<file path="src/rtl/monitor_trace_buffer.sv">
// Trace/check endpoint for the datapath monitor taps.
// Verifies diff == a - c and queues timestamped snapshots for a host.
module monitor_trace_buffer #(
  parameter int DATA_W   = 8,
  parameter int DEPTH    = 16,
  parameter int TS_W     = 8,
  parameter int MAX_SAMP = 12
) (
  input  logic                       clk,
  input  logic                       reset,
  input  logic                       arm,
  input  logic                       stop,
  input  logic [1:0]                 trig_mode,
  input  logic [DATA_W-1:0]          mon_a,
  input  logic [DATA_W-1:0]          mon_c,
  input  logic                       mon_s,
  input  logic [DATA_W-1:0]          mon_diff,
  output logic [TS_W+3*DATA_W:0]     rd_data,
  output logic                       rd_valid,
  input  logic                       rd_ready,
  output logic [1:0]                 state,
  output logic [$clog2(DEPTH):0]     fill,
  output logic [7:0]                 drop_cnt,
  output logic [15:0]                err_cnt
);

  localparam int AW = $clog2(DEPTH);
  localparam int EW = TS_W + 1 + 3 * DATA_W;
  localparam logic [AW:0] FULL_N = (AW+1)'(DEPTH);
  localparam logic [7:0] SAMP_N = 8'(MAX_SAMP);

  typedef enum logic [1:0] {
    IDLE    = 2'd0,
    CAPTURE = 2'd1,
    DONE    = 2'd2
  } st_t;

  st_t st_q, st_d;

  logic [TS_W-1:0]   ts_q;
  logic [7:0]        samp_q;
  logic              s_prev_q;
  logic              first_q;
  logic [AW:0]       wr_cnt_q;
  logic [AW:0]       rd_cnt_q;
  logic [EW-1:0]     mem [DEPTH];

  logic [DATA_W-1:0] diff_exp;
  logic              mismatch;
  logic              cap_en;
  logic              qual;
  logic              full;
  logic              pop;
  logic              wr;
  logic              drop;
  logic              samp_last;

  // Arm and stop cycles only (re)configure the run; they never sample.
  always_comb begin
    diff_exp = mon_a - mon_c;
    mismatch = mon_diff != diff_exp;
    cap_en   = (st_q == CAPTURE) && !arm && !stop;
    qual     = 1'b0;
    case (trig_mode)
      2'd0:    qual = 1'b1;
      2'd1:    qual = !first_q && (mon_s != s_prev_q);
      2'd2:    qual = mismatch;
      default: qual = 1'b0;
    endcase
    full      = fill == FULL_N;
    pop       = rd_valid && rd_ready;
    wr        = cap_en && qual && (!full || pop);
    drop      = cap_en && qual && full && !pop;
    samp_last = wr && (samp_q + 8'd1 == SAMP_N);
  end

  always_ff @(posedge clk) begin
    if (reset) st_q <= IDLE;
    else       st_q <= st_d;
  end

  always_comb begin
    st_d = st_q;
    if (arm)
      st_d = CAPTURE;
    else if (st_q == CAPTURE && (stop || samp_last))
      st_d = DONE;
  end

  always_comb begin
    state    = st_q;
    fill     = wr_cnt_q - rd_cnt_q;
    rd_valid = fill != '0;
    rd_data  = rd_valid ? mem[rd_cnt_q[AW-1:0]] : '0;
  end

  always_ff @(posedge clk) begin
    if (reset) begin
      ts_q     <= '0;
      samp_q   <= '0;
      s_prev_q <= 1'b0;
      first_q  <= 1'b0;
      drop_cnt <= '0;
      err_cnt  <= '0;
      wr_cnt_q <= '0;
      rd_cnt_q <= '0;
    end else begin
      if (arm) begin
        ts_q     <= '0;
        samp_q   <= '0;
        s_prev_q <= mon_s;
        first_q  <= 1'b1;
        drop_cnt <= '0;
        err_cnt  <= '0;
      end else if (cap_en) begin
        ts_q     <= ts_q + 1'b1;
        s_prev_q <= mon_s;
        first_q  <= 1'b0;
        if (wr)
          samp_q <= samp_q + 8'd1;
        if (mismatch && err_cnt != 16'hFFFF)
          err_cnt <= err_cnt + 16'd1;
        if (drop && drop_cnt != 8'hFF)
          drop_cnt <= drop_cnt + 8'd1;
      end
      if (wr)
        wr_cnt_q <= wr_cnt_q + 1'b1;
      if (pop)
        rd_cnt_q <= rd_cnt_q + 1'b1;
    end
  end

  always_ff @(posedge clk) begin
    if (!reset && wr)
      mem[wr_cnt_q[AW-1:0]] <= {ts_q, mon_s, mon_a, mon_c, mon_diff};
  end

endmodule
</file>
<file path="config.mk">
export PLATFORM = sky130hd
export DESIGN_NAME = monitor_trace_buffer
export DESIGN_NICKNAME = d
export VERILOG_FILES = /design/src/rtl/monitor_trace_buffer.sv
export SDC_FILE = /design/constraint.sdc
export NUM_CORES = 1
export LEC_CHECK = 0
export ABC_AREA = 1
export CAP_MARGIN = 15
export CORE_MARGIN = 3
export CORE_UTILIZATION = 61
export DETAILED_ROUTE_END_ITERATION = 7
export PLACE_DENSITY_LB_ADDON = 0.1
export SYNTH_ARGS = -nofsm -noshare
export SYNTH_HDL_FRONTEND = slang
export SYNTH_SLANG_ARGS = --single-unit
export TNS_END_PERCENT = 10
</file>
<file path="constraint.sdc">
create_clock -name clk -period 6.6 [get_ports clk]
set_input_delay 0.66 -clock clk [delete_from_list [all_inputs] [get_ports clk]]
set_output_delay 0.66 -clock clk [all_outputs]
set_load 0.01 [all_outputs]
</file>
==> impl_metrics.yaml, run 1 <==
place:
  dp_slack_ns: 1.59
  io_buffers: 96
  gp_congestion: 0.824
  dp.cells: 2511
  hpwl_um: 32800
yosys:
  yosysTopAreaCell: "edfxtp_1"
  yosysWarnings: 0
  synth_edf_count: 528
  synth.distinct_cells: 50
  netlist_instances: 1971
  syn_area_per_cell_um2: 12.2
  synthesis.area_um2: 24100
  synthFlopType: "edfxtp_1"
  syn_nets: 2026
  seq_area_frac_synth_pct: 70.7
  synthArstFlopShare_pct: 0
  ys_ff_latch: 586
  synth_top_area_share_pct: 65.8
  synth_area_leaders: "edfxtp_1 (66%), nand2_1 (6.7%), a21oi_1 (5.0%), dfxtp_1 (4.8%), a221oi_1 (2.6%)"
finish:
  antenna_cells: 0
  stdcell_count: 2620
  drive_above_1_share_pct: 8.23
  final_nets: 2111
  areaGrowthSynthToFinish_pct: 14.4
global_route:
  grt_util_met2_pct: 45.5
  antenna_found_initial: 0
  gr-max-usage-layer: "met2"
  grt_pass1_vias: 16100
  grt_max_degree: 110
  gr-usage-met1_pct: 37.7
  grt_pass1_wl_um: 89600
  grt_use_met3_pct: 4.64
  grt_usage_pct: 27.8
  grt_overflow: 0
clock_tree:
  cts_sinks: 586
  cts-root-buf: "clkbuf_16"
  holdBufCountCts: 0
  cts_tree: "built"
  clk_pin_slew_ns: 0.06
  cts_max_level: 2
  clock_latency_ns: 0.60
  post_cts_buffers: 0
  postCtsResizedCells: 0
  cts_buffers: 57
  clock_path_buffers: 3
hold_path:
  holdCritPathClass: "register to register"
power_and_ir_drop:
  total_power_w: 0.00816
  irDropWorstVdd_uv: 251
  p_leak_nw: 9.46
  powerDensity_nw_per_um2: 296
critical_path:
  crit_path_end_kind: "primary output"
  crit_type: "register to primary output"
  cp-start-kind: "register"
  cp_max_fo: 19
  critPathArrivalTime_ns: 4.17
  crit_required_ns: 5.94
floorplan:
  std_cell_rows: 72
  initial_core_util_pct: 62.0
  die_h_um: 205
  core-area_um2: 38800
  die_w_um: 205
  dieArea_um2: 41900
  ios: 97
sta:
  worst_slew_pin_slew_ns: 1.16
  fin_hold_ws_ns: 0.479
  period_minus_slack_ns: 4.83
  final.period_utilization_pct: 73.1
  hold_viol: 0
  fin_setup_tns_ns: 0
  relSlewSlack_pct: 22.3
  setup_viol: 0
  rsz0062_at_grt: "false"
  skew_ns: 0.0144
  timing_max_transition_violations_final: 0
  setup_ws_ns: 1.77
  max_freq_ghz: 0.207
run_status:
  status: "finished, final reports clean"
route:
  drt_first_pass_iters: 5
  vias: 16100
  wire_per_inst_um: 22.2
  drc: 0
  vias_per_cell: 6.15
  wirelength_um: 58100
  postRouteAntennaNets: 0
  drtIter0Drc: 1387
job:
  drv_cap: 0
[power by group]
| part | internal (W) | leakage, nW | switching [W] |
|---|---|---|---|
| sequential | 0.00404 | 5.26 | 0.0000397 |
| combinational | 0.000378 | 3.32 | 0.000602 |
| clock | 0.00178 | 0.874 | 0.00132 |
[Yosys cell counts, types with 11 or more instances]
master / instances
edfxtp_1: 528
nand2_1: 427
a21oi_1: 242
nand3_1: 94
inv_1: 88
a221oi_1: 71
nor2_1: 70
dfxtp_1: 58
o21ai_0: 56
clkbuf_1: 48
nor3_1: 36
buf_1: 33
buf_2: 32
a31oi_1: 30
ha_1: 21
a22o_1: 17
o31a_1: 17
xor2_1: 13
a211oi_1: 11
[layout make-up]
cell class              count  area (um2)
clock buffers              80        1590
clock inverters            25         195
fillers                  2650       11300
inverters                  91         349
multi-input cells        1178        6340
flip-flops and latches    586       17000
well taps                 518         648
repair buffers            142        1400
[worst max-delay path, stage by stage, from the launching register on]
cell	delay, ns
dfxtp_1	0.41
inv_1	0.17
ha_1	0.26
fa_1	0.40
o21ai_1	0.19
xor2_1	0.37
nor2_4	0.23
buf_16	0.23
a211oi_1	0.61
clkdlybuf4s50_1	0.67
[stage by stage]
step                area (um2)  util, %
floorplan                24100        -
global placement         25700     66.1
detailed placement       25700     66.1
CTS                      27400     70.7
global route             27500     71.0
finish                   27500     71.0
[cells in the final DEF, fill, tap and decap left out, types with 21 or more instances in the layout]
master,instances
nor2_1,57
a221oi_1,71
nand3_1,94
edfxtp_1,528
inv_1,87
o21ai_0,56
clkdlybuf4s50_1,96
ha_1,21
a21oi_1,242
nand2_1,427
clkbuf_16,59
nor3_1,32
dfxtp_1,54
buf_4,40
a31oi_1,30
[routing by layer]
layer | routed length (um) | vias up
met2 | 28200 | 674
met5 | 0 | -
met1 | 23800 | 7949
met4 | 1730 | 0
li1 | - | 7384
met3 | 4290 | 108
[path summary, 6_finish.rpt]
kind,slack (ns),end,depth (start not counted),startpoint
worst min register to register,0.48,state[1],2,state[1]
worst min-delay path,0.48,state[1],2,state[1]
worst max-delay path,1.77,rd_data[29],9,wr_cnt_q[0]
worst max register to register,2.53,mem[0][19],11,wr_cnt_q[0]
[registers in the layout, indices dropped and copies added (netlist names), named ones only]
register  cells
samp_q        8
state         2
drop_cnt      8
err_cnt      16
rd_cnt_q      5
ts_q          8
first_q       1
wr_cnt_q      5
s_prev_q      1
mem         528
[kinds of logic (layout without fill, tap and decap cells)]
group                    count (synthesis)  count (layout)  share of synthesized area, %
flip-flops                             586             586                          70.7
AND/OR/NAND/NOR                        661             661                          11.5
XOR/XNOR                                20              20                         0.727
AO/OA/AOI/OAI                          462             462                          11.8
multiplexers                            12              12                         0.509
buffers and inverters                  207             338                          3.49
adder cells (fa/ha/maj)                 23              23                          1.26
Note: power is estimated with default switching activity, not from simulation.
==> run 2, diff against run 1 <==
==> constraint.sdc (replaced) <==
create_clock -name clk -period 5 [get_ports clk]
set_input_delay 0.5 -clock clk [delete_from_list [all_inputs] [get_ports clk]]
set_output_delay 0.5 -clock clk [all_outputs]
set_load 0.01 [all_outputs]
==> run 2 against run 1 <==
Compared with the run above:
- cell count increased by 0.46%
- total power increased by 34%
- flip-flop and latch count unchanged
- sequential share of layout area decreased by 0.47 points
- combinational power increased by 34%
- non-clock buffer count increased by 13
- die area unchanged
- largest cell class unchanged
- global-route usage increased by 0.94 points
==> impl_metrics.yaml, run 2 (synthesis gave the netlist of run 1 again) <==
sta:
  period_minus_slack_ns: 4.73
  skew_ns: 0.00937
  hold_viol: 0
  rsz0062_at_grt: "false"
  relSlewSlack_pct: 18.8
  worst_slew_pin_slew_ns: 1.22
  fin_setup_tns_ns: 0
  setup_viol: 0
  max_freq_ghz: 0.211
  timing_max_transition_violations_final: 0
  final.period_utilization_pct: 94.7
route:
  wirelength_um: 59900
  drt_first_pass_iters: 6
  postRouteAntennaNets: 0
  drtIter0Drc: 1676
  drc: 0
  vias: 16200
  vias_per_cell: 6.15
  wire_per_inst_um: 22.8
global_route:
  grt_usage_pct: 28.8
  antenna_found_initial: 0
  grt_pass1_vias: 16000
  grt_max_degree: 138
  grt_pass1_wl_um: 92300
  grt_overflow: 0
critical_path:
  critPathArrivalTime_ns: 4.23
  cp_slowest_stage_delay_ns: 0.92
  path_buf_inv: 3
  critPathSlowestCell: "nor2_4"
  crit_type: "register to primary output"
  crit_family: "simple AND/OR/NAND/NOR gates"
  crit_path_frequent_cell: "inv_1"
  crit_required_ns: 4.50
  cp-start-kind: "register"
  crit_path_end_kind: "primary output"
  crit_chain: "inv_1 -> ha_1 -> fa_1 -> xnor2_1 -> nor2_1 -> nand3_1 -> nor2_4 -> inv_1 -> o311a_1 -> clkdlybuf4s50_1"
  cp_max_fo: 32
run_status:
  status: "finished, final reports clean"
power_and_ir_drop:
  irDropWorstVdd_uv: 308
  total_power_w: 0.0109
  powerDensity_nw_per_um2: 394
  p_leak_nw: 9.60
floorplan:
  die_h_um: 205
  core-area_um2: 38800
  dieArea_um2: 41900
  std_cell_rows: 72
  die_w_um: 205
  initial_core_util_pct: 62.0
  ios: 97
clock_tree:
  clk_pin_slew_ns: 0.06
  cts_max_level: 2
  post_cts_buffers: 0
  postCtsResizedCells: 0
  holdBufCountCts: 0
  cts_sinks: 586
  cts_tree: "built"
  clock_latency_ns: 0.60
  cts-root-buf: "clkbuf_16"
  clock_path_buffers: 3
  cts_buffers: 57
hold_path:
  holdCritPathClass: "register to register"
finish:
  layout_commonest_cell: "edfxtp_1"
  final_util_pct: 71.5
  antenna_cells: 0
  final_nets: 2124
  fill_cells: 2635
  largest_reg_flops: 528
  areaGrowthSynthToFinish_pct: 15.3
  stdcell_count: 2632
  final_cell_area_um2: 27800
  layout_common_cells: "edfxtp_1 (528), nand2_1 (427), a21oi_1 (242)"
  drive_above_1_share_pct: 8.85
place:
  hpwl_um: 34200
  dp.cells: 2528
  io_buffers: 96
  place_area_um2: 25900
  gp_congestion: 0.894
job:
  drv_cap: 0
-- run 2: final cells by class --
type	instances	area, um2	area share [%]
Timing Repair Buffer	155	1550	5.60
Tap cell	518	648	2.33
Multi-Input combinational cell	1178	6340	22.8
Clock inverter	25	239	0.861
Sequential cell	586	17000	61.3
Clock buffer	79	1600	5.77
Inverter	91	349	1.26
-- run 2: metal layers --
layer  part of all wire (%)  vias up  wire length [um]  global-route usage, %
met3                    7.6      107              4540                   3.83
met2                     49      760             29200                   47.0
met4                    2.6        0              1570                   9.12
met5                      0        -                 0                      0
li1                       -     7420                 -                      -
met1                     41     7912             24600                   40.8
-- run 2: final timing paths --
path          startpoint    endpoint  slack, ns  cells after the start
max          wr_cnt_q[0]  rd_data[5]       0.27                     10
min             state[0]    state[0]       0.48                      2
max reg2reg  wr_cnt_q[0]  mem[8][26]       1.46                     11
min reg2reg     state[0]    state[0]       0.48                      2
-- run 2: per-stage QoR --
step	setup WS, ns	hold WS [ns]
2_1_floorplan	0.316	0.444
3_5_place_dp	0.759	0.474
6_report	0.266	0.482
3_3_place_gp	0.810	0.461
5_1_grt	0.157	0.498
4_1_cts	0.303	0.485
-- run 2: worst min-delay path: stages, from the launching register on --
cell     delay, ns
dfxtp_1       0.32
nand2_1       0.06
a21oi_1       0.05
-- run 2: power by group --
part	total (W)	leakage, nW	internal [W]	switching [W]
clock network	0.00425	0.908	0.00248	0.00176
logic	0.00131	3.39	0.000501	0.000811
registers	0.00537	5.30	0.00533	0.0000403
==> run 3, diff against run 2 <==
--- a/config.mk
+++ b/config.mk
@@ -7,8 +7,8 @@
 export LEC_CHECK = 0
 export ABC_AREA = 1
 export CAP_MARGIN = 15
-export CORE_MARGIN = 3
 export CORE_UTILIZATION = 61
+export CTS_CLUSTER_DIAMETER = 80
 export DETAILED_ROUTE_END_ITERATION = 7
 export PLACE_DENSITY_LB_ADDON = 0.1
 export SYNTH_ARGS = -nofsm -noshare
==> run 3 against run 2 <==
Compared with the run above:
- first-iteration DRC count shrank 2.2%
- global-route usage rose by 2.3 points
- highest routed layer unchanged
- critical path type unchanged
- worst setup slack better by 0.31 ns
==> impl_metrics.yaml, run 3 (synthesis gave the netlist of run 1 again) <==
global_route:
  grt_usage_pct: 31.1
  grt_max_degree: 154
  antenna_found_initial: 0
  grt_pass1_wl_um: 94100
  grt_pass1_vias: 15800
  grt_overflow: 0
clock_tree:
  holdBufCountCts: 0
  clock_path_buffers: 3
  clock_latency_ns: 0.61
  cts_tree: "built"
  clk_pin_slew_ns: 0.06
  postCtsResizedCells: 0
  cts_buffers: 57
  post_cts_buffers: 0
  cts_sinks: 586
  cts_max_level: 2
  cts-root-buf: "clkbuf_16"
power_and_ir_drop:
  p_comb_share_pct: 12.5
  clockPowerShare_pct: 39.1
  internal_power_w: 0.00839
  seq_power_share_pct: 48.5
  powerDensity_nw_per_um2: 397
  p_switching_w: 0.00268
  irDropWorstVdd_uv: 261
  swShare_pct: 24.2
  p_leak_nw: 9.67
critical_path:
  reg2reg_slack_ns: 1.30
  cp-start-kind: "register"
  crit_path_end_kind: "primary output"
  crit_type: "register to primary output"
  cp_max_fo: 18
  critPathArrivalTime_ns: 3.92
  crit_required_ns: 4.50
route:
  postRouteAntennaNets: 0
  drt_first_pass_iters: 6
  drtIter0Drc: 1639
  vias: 16500
  vias_per_cell: 6.23
  drt-met1-wl_um: 24900
  wirelength_um: 61900
  wire_per_inst_um: 23.4
  drc: 0
  wl_met2_um: 29100
  dr.max_layer_used: "met4"
  wl_met3_um: 6290
sta:
  relSlewSlack_pct: 28.9
  fin_setup_tns_ns: 0
  final.period_utilization_pct: 88.5
  rsz0062_at_grt: "false"
  timing_max_transition_violations_final: 0
  period_minus_slack_ns: 4.42
  setup_viol: 0
  hold_viol: 0
  skew_ns: 0.0223
  worst_slew_pin_slew_ns: 1.07
  max_freq_ghz: 0.226
floorplan:
  std_cell_rows: 72
  die_w_um: 201
  ios: 97
  die_h_um: 201
  core-area_um2: 38800
  initial_core_util_pct: 62.0
  dieArea_um2: 40300
run_status:
  status: "finished, final reports clean"
place:
  hpwl_um: 37500
  dp.cells: 2539
  io_buffers: 96
  gp_congestion: 0.907
finish:
  stdcell_count: 2644
  layout_common_cells: "edfxtp_1 (528), nand2_1 (427), a21oi_1 (242)"
  antenna_cells: 0
  fill_cells: 2615
  drive_above_1_share_pct: 9.45
  layout_commonest_cell: "edfxtp_1"
  areaGrowthSynthToFinish_pct: 15.7
  largest_reg_flops: 528
  final_nets: 2135
hold_path:
  holdCritPathClass: "register to register"
job:
  drv_cap: 0
[run 3: cell types whose count changed in the layout (fill, tap and decap cells not counted), sizes merged]
cell	previous run	this run
buf	59	70
bufinv	5	7
clkbuf	79	75
clkinv	20	21
clkinvlp	0	1
inv	91	92
[run 3: per-layer routing]
layer / track usage [%] / up-vias
met3: 5.99 / 105
met2: 49.2 / 883
met5: 0 / -
met1: 43.9 / 8047
met4: 9.79 / 0
li1: - / 7431
[run 3: layout make-up]
cell class | count | area [um2] | share of cell area, %
sequential | 586 | 17000 | 61.1
multi-input combinational | 1178 | 6340 | 22.8
timing repair buffer | 166 | 1610 | 5.79
clock buffer | 75 | 1560 | 5.59
tap | 518 | 648 | 2.33
inverter | 91 | 349 | 1.25
clock inverter | 30 | 320 | 1.15
[run 3: final timing paths]
check                            startpoint           to  cells after the start
worst min-delay path               state[1]     state[1]                      2
worst min register to register     state[1]     state[1]                      2
worst max-delay path            wr_cnt_q[0]  rd_data[30]                      9
worst max register to register  wr_cnt_q[0]   mem[0][23]                     11
[run 3: worst max-delay path, cell delays in order, from the launching register on]
cell             delay (ns)
dfxtp_1                0.40
inv_1                  0.16
ha_1                   0.25
fa_1                   0.41
o21ai_1                0.17
xor2_1                 0.36
nor2_4                 0.24
buf_12                 0.23
a311oi_1               0.44
clkdlybuf4s50_1        0.64
[run 3: power groups by stage]
stage | clock network, W | logic (W) | registers, W
floorplan | 0 | 0.000791 | 0.00544
global placement | 0 | 0.00134 | 0.00546
detailed placement | 0 | 0.00136 | 0.00547
CTS | 0.00435 | 0.00137 | 0.00536
global route | 0.00453 | 0.00148 | 0.00536
finish | 0.00432 | 0.00138 | 0.00536
[run 3: through the flow]
| step | util (%) | area [um2] | power (W) | hold WS [ns] | worst slack (ns) |
|---|---|---|---|---|---|
| floorplan | - | 24100 | 0.00623 | 0.444 | 0.316 |
| global placement | 66.9 | 26000 | 0.00681 | 0.457 | 0.896 |
| detailed placement | 66.9 | 26000 | 0.00683 | 0.473 | 0.757 |
| CTS | 71.7 | 27900 | 0.0111 | 0.481 | 0.565 |
| global route | 71.7 | 27900 | 0.0114 | 0.502 | 0.426 |
| finish | 71.7 | 27900 | 0.0111 | 0.486 | 0.576 |
==> patch 1 (config.mk and constraints of run 2) <==
Change the parameter `TS_W` from 8 to 7.
--- a/src/rtl/monitor_trace_buffer.sv
+++ b/src/rtl/monitor_trace_buffer.sv
@@ -3,7 +3,7 @@
 module monitor_trace_buffer #(
   parameter int DATA_W   = 8,
   parameter int DEPTH    = 16,
-  parameter int TS_W     = 8,
+  parameter int TS_W     = 7,
   parameter int MAX_SAMP = 12
 ) (
   input  logic                       clk,
Ports: changed (resized rd_data); port bits go from 97 to 96. The function was not compared with the original's and may differ.
==> patch 1 against run 2 <==
- register-to-register slack improved by 0.22 ns
- core utilization rose by 1.2 points
- maximum frequency rose by 6.5%
- wire length is 1.1% higher
- power is 1.1% higher
- area after synthesis fell by 1.5%
- via count barely moved
- setup slack improved by 0.29 ns
- cell area is 0.48% lower
- clock skew up 0.016 ns
- sequential cell count is 17 lower
- largest cell class unchanged
==> patch 1: results (changes against run 2) <==
| Metric | Value |
|---|---|
| GR met1 Demand/Resource | `40.33% (-0.50 points)` |
| Worst-case clock skew | `0.02519 ns (+0.01582 ns)` |
| Num Clock Sinks | `569 (-2.9%)` |
| End point of the critical path | `rd_data[29]` |
| CTS buffer count | `56 (-1.8%)` |
| Met2 Routed Length | `29510 um (+0.95%)` |
| Status | `finished, final reports clean` |
| FILL cells | `2626 (-0.34%)` |
| Destination of the worst register-to-register timing path | `mem[4][9]` |
| Portion of the clock cycle consumed by the worst path in the final layout | `88.86% (-5.8 points)` |
| Cell leakage power | `9.657 nW (+0.58%)` |
| Worst slack on hold paths | `0.4838 ns (+0.001923 ns)` |
| Area of all placed cells without fillers | `27630 um^2 (-0.48%)` |
| Commonest cells in the synthesized netlist | `512 x edfxtp_1, 380 x nand2_1, 221 x a21oi_1, 126 x inv_1, 106 x nand3_1` |
| Comb_multi_in | `1152 (-2.2%)` |
| Final cell count without fillers | `2633 (+0.038%)` |
| Count of different cell masters after synthesis | `52 (+4.0%)` |
| M2 GR Usage | `49.10% (+2.1 points)` |
| Largest net degree at the start of global routing | `117 (-15%)` |
| Total cell area at the placement stage | `25640 um^2 (-1.1%)` |
| Syn_nets | `2022 (-0.20%)` |
| Count of input and output buffers | `95 (-1.0%)` |
| Count of non-CTS inverters in the layout | `135 (+48%)` |
| Origin of the worst min-delay path | `samp_q[1]` |
| Post-synth EDFFs | `512 (-3.0%)` |
| Relative slew slack | `30.29% (+12 points)` |
| Met3 routed wirelength | `5045 um (+11%)` |
| Number of nets in the final layout | `2130 (+0.28%)` |
| Met3 usage | `4.613% (+0.78 points)` |
| Sequential cell area | `16520 um^2 (-2.9%)` |
| Share of final-layout standard cells stronger than drive strength 1 | `9.943% (+1.1 points)` |
| Clock network fraction of design power | `40.6% (+1.7 points)` |
| DP Wirelength | `36330 um (+6.1%)` |
| Routed via count divided by cell count | `6.147 (-0.12%)` |
| Flop-to-flop setup slack | `1.68 ns (+0.22 ns)` |
| Footprint of the multi-input gates | `6326 um^2 (-0.24%)` |
| Largest fanout of any net on the critical path | `23 (-28%)` |
| Vias in the first global route | `16060 (+0.062%)` |
| Data arrival at the endpoint of the critical path | `3.94 ns (-0.29 ns)` |
| Sequential-to-total area share from yosys stat | `69.63% (-1.0 points)` |
| RePlAce Congestion | `0.8836 (-1.2%)` |
| Global-route wire length before repair | `93580 um (+1.4%)` |
==> patch 1: changes by cell type in the layout (fill, tap and decap cells not counted), moves of 8 or more <==
cell | run 2 | this run
a311oi_1 | 2 | 10
a21oi_1 | 242 | 221
o21ai_0 | 56 | 91
mux2i_1 | 10 | 36
edfxtp_1 | 528 | 512
nand2_1 | 427 | 380
a221oi_1 | 71 | 50
nand3_1 | 94 | 106
clkbuf_1 | 16 | 3
inv_1 | 87 | 126
==> patch 1: critical path, cell delays in order, from the launching register on <==
cell and delay [ns]:
dfxtp_1 0.38, inv_1 0.13, ha_1 0.24, fa_1 0.42, xnor2_1 0.18, nor2_1 0.11
nand3_1 0.15, nor2_4 0.82, buf_4 0.31, a311oi_1 0.07, clkdlybuf4s50_1 0.52
==> patch 1: cell families after synthesis <==
kind of cell | Yosys count | share of synthesized area [%]
buf+inv | 246 | 4.210
compound gates | 452 | 11.29
xor+xnor | 25 | 0.9549
flops | 569 | 69.63
simple gates | 614 | 11.02
mux | 38 | 1.614
fa+ha+maj | 23 | 1.277
==> patch 2 (config.mk and constraints of run 2) <==
Without the edit above. Add an input register stage for `trig_mode`, with the module's reset; this delays it by one clock. The other inputs are not delayed to match.
--- a/src/rtl/monitor_trace_buffer.sv
+++ b/src/rtl/monitor_trace_buffer.sv
@@ -35,6 +35,16 @@
     DONE    = 2'd2
   } st_t;
 
+  logic [1:0] trig_mode_q;
+
+  always_ff @(posedge clk) begin
+    if (reset) begin
+      trig_mode_q <= '0;
+    end else begin
+      trig_mode_q <= trig_mode;
+    end
+  end
+
   st_t st_q, st_d;
 
   logic [TS_W-1:0]   ts_q;
@@ -61,7 +71,7 @@
     mismatch = mon_diff != diff_exp;
     cap_en   = (st_q == CAPTURE) && !arm && !stop;
     qual     = 1'b0;
-    case (trig_mode)
+    case (trig_mode_q)
       2'd0:    qual = 1'b1;
       2'd1:    qual = !first_q && (mon_s != s_prev_q);
       2'd2:    qual = mismatch;
Check against the original RTL: not equivalent (a bounded check fails within 4 cycles, from zero or initial values and one cycle with reset high).
==> patch 2 against run 2 <==
- worst hold slack got worse by 0.053 ns
- setup slack improved by 0.078 ns
- synthesized cell count rose by 0.76%
- cell area rose by 0.40%
- count of clock-buffer cells in the layout rose by 1
- wire length fell by 2.3%
- area after synthesis rose by 0.94%
- core utilization barely moved
- final cell count rose by 0.27%
- power fell by 0.71%
- sequential cell count rose by 2
- critical path type unchanged
- critical endpoint is now rd_data[31]
- largest cell class unchanged
==> patch 2: results (changes against run 2) <==
| Metric | Value |
|---|---|
| Post-CTS Setup Repair Bufs | `0 (unchanged)` |
| Pre-CTS WS | `0.6044 ns (-0.1542 ns)` |
| Global Route Usage Sum | `27.78% (-0.99 points)` |
| Met2 Routed Length | `29150 um (-0.28%)` |
| CTS buffer count | `56 (-1.8%)` |
| Sw frac | `24.38% (+0.46 points)` |
| Largest fanout of any net on the critical path | `28 (-13%)` |
| Clock Path Buffers | `3 (unchanged)` |
| Number of nets in the final layout | `2131 (+0.33%)` |
| Slowest library cell on the worst path | `a311oi_1` |
| Peak supply drop | `0.0002323 V (-25%)` |
| Highest metal used | `met5` |
| Global-route wire length before repair | `89760 um (-2.7%)` |
| Via count of the routed design | `16100 (-0.62%)` |
| Count of input and output buffers | `96 (unchanged)` |
| Post-synth EDFFs | `528 (unchanged)` |
| Initial antenna violation count | `1 (+1)` |
| DP Wirelength | `32720 um (-4.4%)` |
| RePlAce Congestion | `0.8208 (-8.2%)` |
| Antenna diodes | `0 (unchanged)` |
| Share of flip-flops with an asynchronous set or reset | `0% (unchanged)` |
| Initial DRT Pass Iterations | `5 (-1)` |
| Met3 routed wirelength | `3865 um (-15%)` |
| Share of final-layout standard cells stronger than drive strength 1 | `9.241% (+0.40 points)` |
| Sequential-to-total area share from yosys stat | `70.18% (-0.49 points)` |
| Cell leakage power | `9.574 nW (-0.29%)` |
| Count of routing violations after the opening detailed-route iteration | `1406 (-16%)` |
| Count of different cell masters after synthesis | `58 (+16%)` |
| Count of H-tree levels built during CTS | `2 (unchanged)` |
| Relative slew slack | `32.66% (+14 points)` |
| Largest delay share family, worst path | `buffers and inverters` |
| Worst-case clock skew | `0.02404 ns (+0.01467 ns)` |
| Clock latency on the worst-skew pair | `0.61 ns` |
| Count of warnings emitted by yosys | `0 (unchanged)` |
| Type of the most critical hold path | `input pin to flip-flop` |
| Commonest cells in the synthesized netlist | `528 x edfxtp_1, 422 x nand2_1, 232 x a21oi_1, 99 x nand3_1, 86 x inv_1` |
| Largest stage delay, worst path | `0.67 ns (-0.25 ns)` |
| Clock-pin slew reported for the worst setup and hold paths after clock tree synthesis | `0.06 ns (about the same)` |
| Clk Tree Root Cell | `clkbuf_16` |
| Number of gates given a new drive strength after cts | `0 (unchanged)` |
| Biggest area contributors in the synthesized netlist | `edfxtp_1 65%, nand2_1 6.5%, dfxtp_1 4.9%, a21oi_1 4.8%, a221oi_1 2.5%` |
| Status | `finished, final reports clean` |
| Syn_nets | `2041 (+0.74%)` |
| Met1 Wirelength | `24160 um (-1.8%)` |
| Number of flip-flops in the largest register | `528 (unchanged)` |
| Data arrival at the endpoint of the critical path | `4.16 ns (-0.07 ns)` |
| Largest net degree at the start of global routing | `127 (-8.0%)` |
| Total Wirelength | `58580 um (-2.3%)` |
## patch 2: cell families (layout without fill, tap and decap cells)
logic type,count (synthesis),count (layout),synth area share [%]
AO/OA/AOI/OAI,465,465,11.91
XOR/XNOR,19,19,0.7465
adder cells (fa/ha/maj),23,23,1.246
buffers and inverters,210,345,3.552
flip-flops,588,588,70.18
multiplexers,12,12,0.5045
AND/OR/NAND/NOR,669,669,11.86
## patch 2: final timing paths
check,to,from,slack [ns],depth (start not counted)
setup reg to reg,mem[2][19],wr_cnt_q[0],1.39,11
setup / recovery,rd_data[31],wr_cnt_q[0],0.34,9
hold reg to reg,samp_q[7],samp_q[7],0.48,2
hold / removal,trig_mode_q[1],trig_mode[1],0.43,3
## patch 2: metal layers
metal / vias to the layer above / track usage [%]
met3: 101 / 4.003
li1: 7459 / -
met4: 2 / 8.811
met5: - / 0
met2: 617 / 46.34
met1: 7920 / 38.24
## patch 2: per-stage QoR
stage | utilization (%) | std cells | area [um^2]
4_1_cts | 71.45 | 2639 | 27870
3_5_place_dp | 66.95 | 2536 | 26110
3_3_place_gp | 66.95 | 2536 | 26110
5_1_grt | 71.45 | 2639 | 27870
6_report | 71.45 | 2639 | 27870
2_1_floorplan | - | 1986 | 24300
## patch 2: final cells by class
type,instances,area (um^2)
Clock buffer,80,1551
Clock inverter,23,206.4
Fill cell,2624,11140
Inverter,94,365.4
Multi-Input combinational cell,1188,6495
Sequential cell,588,17070
Tap cell,518,648.1
Timing Repair Buffer,148,1539
## patch 2: worst min-delay path, cell delays in order
cell	delay (ns)
clkdlybuf4s50_1	0.39
inv_1	0.05
nor2_1	0.03
## patch 2: power groups by stage
stage               clock [mW]  combinational, mW  sequential, mW
global route              4.30               1.54            5.37
finish                    4.06               1.42            5.37
CTS                       4.11               1.42            5.37
global placement             0               1.39            5.47
floorplan                    0              0.864            5.46
detailed placement           0               1.42            5.47
